**src/rtl/affine_addr_gen.sv**
```systemverilog
// N-dimensional affine address generator: addr = offset + sum(idx_i * stride_i).
// Dim 0 is innermost. Start/busy/done command side, valid/ready address stream.
module affine_addr_gen #(
    parameter int NUM_DIMS = 4,
    parameter int WIDTH    = 16,
    parameter int DIM_W    = $clog2(NUM_DIMS + 1)
) (
    input  logic                      clk,
    input  logic                      rst_n,
    input  logic                      cfg_start,
    input  logic [DIM_W-1:0]          cfg_dims,
    input  logic [WIDTH-1:0]          cfg_offset,
    input  logic [NUM_DIMS*WIDTH-1:0] cfg_extent,
    input  logic [NUM_DIMS*WIDTH-1:0] cfg_stride,
    output logic [WIDTH-1:0]          addr_out,
    output logic                      addr_valid,
    input  logic                      addr_ready,
    output logic                      addr_last,
    output logic                      busy,
    output logic                      done
);

    typedef enum logic {IDLE, RUN} state_e;

    state_e                    state_q, state_d;
    logic [WIDTH-1:0]          idx_q [NUM_DIMS];
    logic [WIDTH-1:0]          idx_d [NUM_DIMS];
    logic [WIDTH-1:0]          acc_q [NUM_DIMS];
    logic [WIDTH-1:0]          acc_d [NUM_DIMS];
    logic [NUM_DIMS*WIDTH-1:0] extent_q, extent_d;
    logic [NUM_DIMS*WIDTH-1:0] stride_q, stride_d;
    logic [WIDTH-1:0]          offset_q, offset_d;
    logic [DIM_W-1:0]          dims_q, dims_d;
    logic                      done_q, done_d;

    logic [NUM_DIMS-1:0]       at_max;
    logic [NUM_DIMS-1:0]       carry;
    logic                      start_zero;
    logic                      hs;

    assign busy       = (state_q == RUN);
    assign addr_valid = (state_q == RUN);
    assign done       = done_q;
    assign hs         = addr_valid & addr_ready;

    // Inactive dims behave as extent 1: always at max, so carries pass through.
    always_comb begin
        logic chain;
        chain  = 1'b1;
        at_max = '0;
        carry  = '0;
        for (int i = 0; i < NUM_DIMS; i++) begin
            if (DIM_W'(i) < dims_q)
                at_max[i] = (idx_q[i] ==
                             extent_q[i*WIDTH +: WIDTH] - WIDTH'(1));
            else
                at_max[i] = 1'b1;
            carry[i] = chain;
            chain    = chain & at_max[i];
        end
        addr_last = chain & (state_q == RUN);
    end

    always_comb begin
        addr_out = offset_q;
        for (int i = 0; i < NUM_DIMS; i++)
            addr_out = addr_out + acc_q[i];
    end

    always_comb begin
        start_zero = 1'b0;
        for (int i = 0; i < NUM_DIMS; i++)
            if (DIM_W'(i) < cfg_dims &&
                cfg_extent[i*WIDTH +: WIDTH] == '0)
                start_zero = 1'b1;
    end

    always_comb begin
        state_d  = state_q;
        idx_d    = idx_q;
        acc_d    = acc_q;
        extent_d = extent_q;
        stride_d = stride_q;
        offset_d = offset_q;
        dims_d   = dims_q;
        done_d   = 1'b0;
        unique case (state_q)
            IDLE: begin
                if (cfg_start) begin
                    extent_d = cfg_extent;
                    stride_d = cfg_stride;
                    offset_d = cfg_offset;
                    dims_d   = cfg_dims;
                    for (int i = 0; i < NUM_DIMS; i++) begin
                        idx_d[i] = '0;
                        acc_d[i] = '0;
                    end
                    if (start_zero) done_d  = 1'b1;
                    else            state_d = RUN;
                end
            end
            RUN: begin
                if (hs) begin
                    for (int i = 0; i < NUM_DIMS; i++) begin
                        if (carry[i]) begin
                            if (at_max[i]) begin
                                idx_d[i] = '0;
                                acc_d[i] = '0;
                            end else begin
                                idx_d[i] = idx_q[i] + WIDTH'(1);
                                acc_d[i] = acc_q[i] +
                                           stride_q[i*WIDTH +: WIDTH];
                            end
                        end
                    end
                    if (addr_last) begin
                        state_d = IDLE;
                        done_d  = 1'b1;
                    end
                end
            end
            default: state_d = IDLE;
        endcase
    end

    always_ff @(posedge clk or negedge rst_n) begin
        if (!rst_n) begin
            state_q  <= IDLE;
            extent_q <= '0;
            stride_q <= '0;
            offset_q <= '0;
            dims_q   <= '0;
            done_q   <= 1'b0;
            for (int i = 0; i < NUM_DIMS; i++) begin
                idx_q[i] <= '0;
                acc_q[i] <= '0;
            end
        end else begin
            state_q  <= state_d;
            idx_q    <= idx_d;
            acc_q    <= acc_d;
            extent_q <= extent_d;
            stride_q <= stride_d;
            offset_q <= offset_d;
            dims_q   <= dims_d;
            done_q   <= done_d;
        end
    end

endmodule

```
**config.mk**
```make
export PLATFORM = sky130hd
export DESIGN_NAME = affine_addr_gen
export DESIGN_NICKNAME = d
export VERILOG_FILES = /design/src/rtl/affine_addr_gen.sv
export SDC_FILE = /design/constraint.sdc
export NUM_CORES = 1
export LEC_CHECK = 0
export CORE_ASPECT_RATIO = 1.25
export CORE_MARGIN = 4
export CORE_UTILIZATION = 53
export CTS_BUF_LIST = sky130_fd_sc_hd__clkbuf_16
export DETAILED_ROUTE_END_ITERATION = 10
export PLACE_DENSITY = 0.87
export SLEW_MARGIN = 40
export SYNTH_ARGS = -nofsm -noshare
export SYNTH_HDL_FRONTEND = slang
export SYNTH_SLANG_ARGS = --single-unit
```
**constraint.sdc**
```tcl
create_clock -name clk -period 5.5 [get_ports clk]
set_input_delay 1.65 -clock clk [delete_from_list [all_inputs] [get_ports clk]]
set_output_delay 1.65 -clock clk [all_outputs]
set_load 0.01 [all_outputs]
```
======== After elaboration in Yosys (flattened, before gate mapping) ========
Cells that the tools add are included.
cells by class
  add/sub/neg operators ................... 16
  bitwise logic cells ..................... 6
  equal/unequal tests ..................... 9
  reductions and logical operators ........ 13
  multiplexer cells ....................... 37
  $lt $le $gt $ge ......................... 8
operator list
  kind                                                                     count
  64-bit case mux with 2 select lines                                      2
  16-bit two-way mux                                                       14
  64-bit two-way mux                                                       3
  16-bit adder                                                             8
  16-bit by 1-bit adder with 16-bit output, second input constant          4
  16-bit == test                                                           4
  16-bit zero test                                                         4
  16-bit by 1-bit subtractor with 16-bit output, second input constant     4
  1-bit two-way mux                                                        16
  1-bit by 3-bit < comparator with 1-bit output, first input constant      4
  2-bit by 3-bit < comparator with 1-bit output, first input constant      4
  3-bit AND reduction                                                      3
  2-bit by 1-bit inequality test with 1-bit output, second input constant  4
  1-bit bitwise AND                                                        5
  1-bit logical AND                                                        4
  1-bit case mux with 2 select lines                                       2
  2-bit AND reduction                                                      2
  2-bit inequality test, second input constant                             1
  1-bit NOT                                                                1
storage, ports and cells
  output and inout bits ................... 20
  register bits ........................... 277
  word-level logic and storage cells ...... 103

======== Logic depth before layout (Yosys ltp) ========
Gate-level depths: netlist of run 1.
  depth after elaboration ................. 10
  gate-level depth with buffers ........... 17
  depth with buffers taken out ............ 17

======== Worst setup path before layout of run 1 ========
OpenSTA, ideal clock, no wires.
  path kind ............................... reg2out
  start point ............................. register acc_q[1] in the netlist's numbering
  end point ............................... output addr_out[14]
  stages on the path, launching flop included .. 16
  slack ................................... -0.378 ns
  required time ........................... 3.850 ns
  data arrival time ....................... 4.228 ns
  cells stage by stage .................... dfrtp_1 > inv_1 > fa_1 > fa_1 > fa_1 > inv_1 > ha_1 > a21o_1 > a21oi_1 > o21ai_0 > a21o_1 > a21oi_1 > o21ai_0 > o41ai_1 > or4b_2 > o211ai_1
on the way
  cells in the longest elaborated chain, start to end .. 1
ends and longest elaborated chain
  item                               RTL line  RTL
  from (decl)                        28        logic [WIDTH-1:0] acc_q [NUM_DIMS];
  from (signal, indexed assignment)  136       acc_q[i] <= '0;
  from (signal assigned)             141       acc_q <= acc_d;
  16-bit adder                       67        addr_out = addr_out + acc_q[i];
  to (decl)                          15        output logic [WIDTH-1:0] addr_out,
Every way passes these cells.

======== Worst setup path after layout of run 1 ========
  start point ............................. register acc_q[34] in the netlist's numbering
  end point ............................... output addr_out[14]
on the way
  cells in the longest elaborated chain, start to end .. 3
ends and longest elaborated chain
  item                        RTL line
  16-bit adder (3 in series)  67
Every way passes these cells.

==> flow_summary.toml, run 1 <==
[setup_path]
path_common_cell = "fa_1"
cpMaxStageDelayCell = "fa_1"
arrival_ns = 4.77
startpoint_type = "register"
path_cells = "fa_1 > fa_1 > fa_1 > ha_1 > a21o_1 > a21oi_2 > o21ai_2 > a21o_1 > a21oi_2 > o21ai_2 > o41ai_4 > or4b_4 > o211ai_1 > buf_2"
r2r-end = "idx_q[19]"
rrSetupSlack_ns = 1.09
cp-end-kind = "output pin"
rr_startpoint = "extent_q[0]"
worst-setup-path-type = "register to output pin"
crit_fanout = 2
rr_worst_depth = 12
critical_path.max_stage_delay_ns = 0.58
crit_required_ns = 3.85

[synth]
avgSynthCellArea_sq_um = 8.594
synth_cells = 2114
synthArstFlopShare_pct = 100.0
synthMuxAreaShare_pct = 0.5510
synthFlopType = "dfrtp_1"
synth_warnings = 0
synth_fa_ha_area_share_pct = 11.07
yosys.area_share.simple_pct = 23.25
synth_nets = 2397
synthXorXnorAreaFrac_pct = 6.894
synth_cell_type_count = 81
netlist_area_sq_um = 18170
synth-edff-count = 0
yosysSeqAreaShare_pct = 38.15
synth_top_family_by_area = "simple AND/OR/NAND/NOR gates"
synth_compound_area_share_pct = 15.06
ys_seq_elements = 277

[timing]
setup_tns_ns = -5.247
fin_crit_ns = 6.422
slew_headroom_pct = 40.32
hold_viol_final = 0
finalSetupViolations = 10
layout_worst_path_cycle_share_pct = 116.8
tightest_slew_ns = 0.8919
slew_violations = 0
fin_ws_ns = -0.9221
skew_ns = 0.01350
max_freq_mhz = 155.7
rsz0062_at_grt = "true"

[cells_and_area]
areaGrowthSynthToFinish_pct = 21.74
n_antenna_cell = 0
design_area_sq_um = 22120
stdcell_count = 2784
nNetsFinal = 2621
n_fill_cell = 2492
drive_gt1_share_pct = 10.29

[pwr]
ir_drop_mv = 1.605
p_per_area_nw_per_um2 = 773.0
power.leakage_nw = 10.51

[hold_path]
hold_start = "stride_q[29]"
min_path_cells = 2
hold_class = "register to register"
holdPathEnd = "stride_q[29]"

[routing]
viasPerCell = 5.955
vias = 16580
ant_nets = 0
drc_errors = 0
drt-total-wl_um = 52020
wl_per_cell_um = 18.69
drt_first_iter_violations = 1542
dr.pass1.iters = 8

[place]
port_buffers = 170
post-place-ws_ns = -0.8770
gp_congestion = 0.9616
placed_area_sq_um = 20880
dp_hpwl_um = 37570
placedCellCount = 2718

[run_status]
outcome = "finished, violations left"
violations = "negative setup slack"

[grt]
overflow = 0
antenna_found_initial = 0
grt_first_pass_wirelength_um = 83940
grtUsageTotal_pct = 27.08
grt_max_degree = 107
first_global_vias = 16680

[die]
start_util_pct = 53.93
std_cell_rows = 75
fp.dieW_um = 173.6
io_pins = 171
dieHeight_um = 215.0
die_area_sq_um = 37320
core_area_sq_um = 33690

[cts]
cts_tree = "done"
cts.reportedPaths.clkPinSlew_ns = 0.07
htree_num_levels = 1
clockBufferDepth = 3
cts_buffers = 30
root_buffer = "clkbuf_16"
clk_latency_ns = 0.58
hold_buffers = 0
cts.sink_count = 277

[flow_run]
maxCapViolations = 0
sequential cells by signal (all words and copies together) (netlist names):
signal      flops
done            1
offset_q       16
stride_q       64
extent_q       64
idx_q          64
dims_q          3
acc_q          64
addr_valid      1
worst max-delay path by stage:
stage	end	start
floorplan	addr_out[14]	acc_q[33]
global placement	addr_out[15]	acc_q[33]
detailed placement	addr_out[15]	acc_q[33]
CTS	addr_out[14]	acc_q[34]
global route	addr_out[14]	acc_q[34]
finish	addr_out[14]	acc_q[34]
per-layer routing:
layer	global-route usage, %	part of all wire, %	vias to the layer above
li1	-	-	7696
met1	33.65	39	8021
met2	44.84	48	667
met3	4.183	6.5	194
met4	16.16	6.5	0
met5	0	0	-
repair_timing:
item / CTS / global route
cloned: 0 / 0
pin swaps: 23 / 12
buffers inserted: 13 / 5
resized for setup: 92 / 14
setup endpoints to repair: 15 / 15
where the power goes:
part           internal, mW  switching (mW)  leakage, nW
registers              2.77           0.824         3.59
clock network          1.20           0.865        0.503
logic                  5.13            6.30         6.43
layout by cell type (no fill, tap or decap), types with 42 or more instances in the layout:
master	instances
a21oi_1	54
and3_1	43
buf_4	96
clkdlybuf4s50_1	154
dfrtp_1	277
fa_1	45
ha_1	81
inv_1	148
nand2_1	491
nand3_1	42
nor2_1	99
nor3_1	51
nor4_1	43
o21ai_0	66
o21ai_1	60
o31ai_1	44
xnor2_1	82
xor2_1	55
worst max-delay path, delay by kind of cell (launching register included):
kind,cells,cell delay [ns]
fa+ha+maj,4,1.80
compound gates,8,1.32
simple gates,1,0.50
flops,1,0.41
buf+inv,1,0.16
cells in the mapped netlist, types with 5 or more instances:
library cell / instances / area [sq um]
inv_1: 152 / 570.6
ha_1: 84 / 1051
nand3_1: 43 / 215.2
nand4_1: 14 / 87.58
xor2_1: 56 / 490.5
nand2_1: 494 / 1854
o31ai_1: 44 / 330.3
nor2_1: 104 / 390.4
a21oi_1: 57 / 285.3
clkbuf_1: 69 / 259.0
o21ai_1: 61 / 305.3
a31o_2: 6 / 52.55
o21a_1: 5 / 37.54
nor2b_1: 13 / 81.33
and3_1: 45 / 281.5
dfrtp_1: 277 / 6932
or2_2: 6 / 37.54
a31oi_1: 10 / 62.56
o31ai_2: 11 / 137.6
nor3_1: 51 / 255.2
buf_2: 5 / 25.02
nand3b_1: 10 / 75.07
nor4_1: 43 / 269.0
o211ai_1: 6 / 45.04
o21bai_1: 11 / 82.58
or2_1: 5 / 31.28
mux2i_1: 10 / 100.1
xnor2_1: 87 / 762.0
a211oi_1: 5 / 37.54
and2_1: 19 / 118.9
o41ai_1: 5 / 43.79
fa_1: 48 / 960.9
a21o_1: 24 / 180.2
nand2b_1: 25 / 156.4
a2111oi_0: 7 / 61.31
or4_1: 11 / 82.58
o21ai_0: 71 / 355.3
or3_1: 12 / 75.07
a22o_1: 27 / 236.5
kinds of logic (layout without fill, tap and decap cells):
family	Yosys count	in the layout
compound gates	401	401
xor+xnor	143	143
fa+ha+maj	132	132
buf+inv	232	479
flops	277	277
mux	10	10
simple gates	919	919
through the flow:
| step | util, % | hold WS (ns) | total power [mW] |
|---|---|---|---|
| after floorplan | - | 0.4497 | 9.865 |
| after global placement | 61.92 | 0.4676 | 13.69 |
| after detailed placement | 61.98 | 0.4705 | 14.17 |
| after CTS | 65.40 | 0.4892 | 16.65 |
| after global routing | 65.65 | 0.5039 | 18.26 |
| final | 65.65 | 0.4829 | 17.10 |
layout make-up:
cell class              count  area, sq um  area share (%)
well taps                 423        529.3           2.393
flip-flops and latches    277         6932           31.34
clock inverters            24        217.7          0.9844
multi-input cells        1605        10610           47.95
inverters                 152        570.5           2.580
repair buffers            272         2486           11.24
clock buffers              31        775.7           3.508
(Power assumes the default switching activity.)
==> run 2, diff against run 1 <==
Settings changed: CAP_MARGIN set to 20.
==> results of run 2 <==
No change in the layout: final DEF, timing and power equal those of run 1.
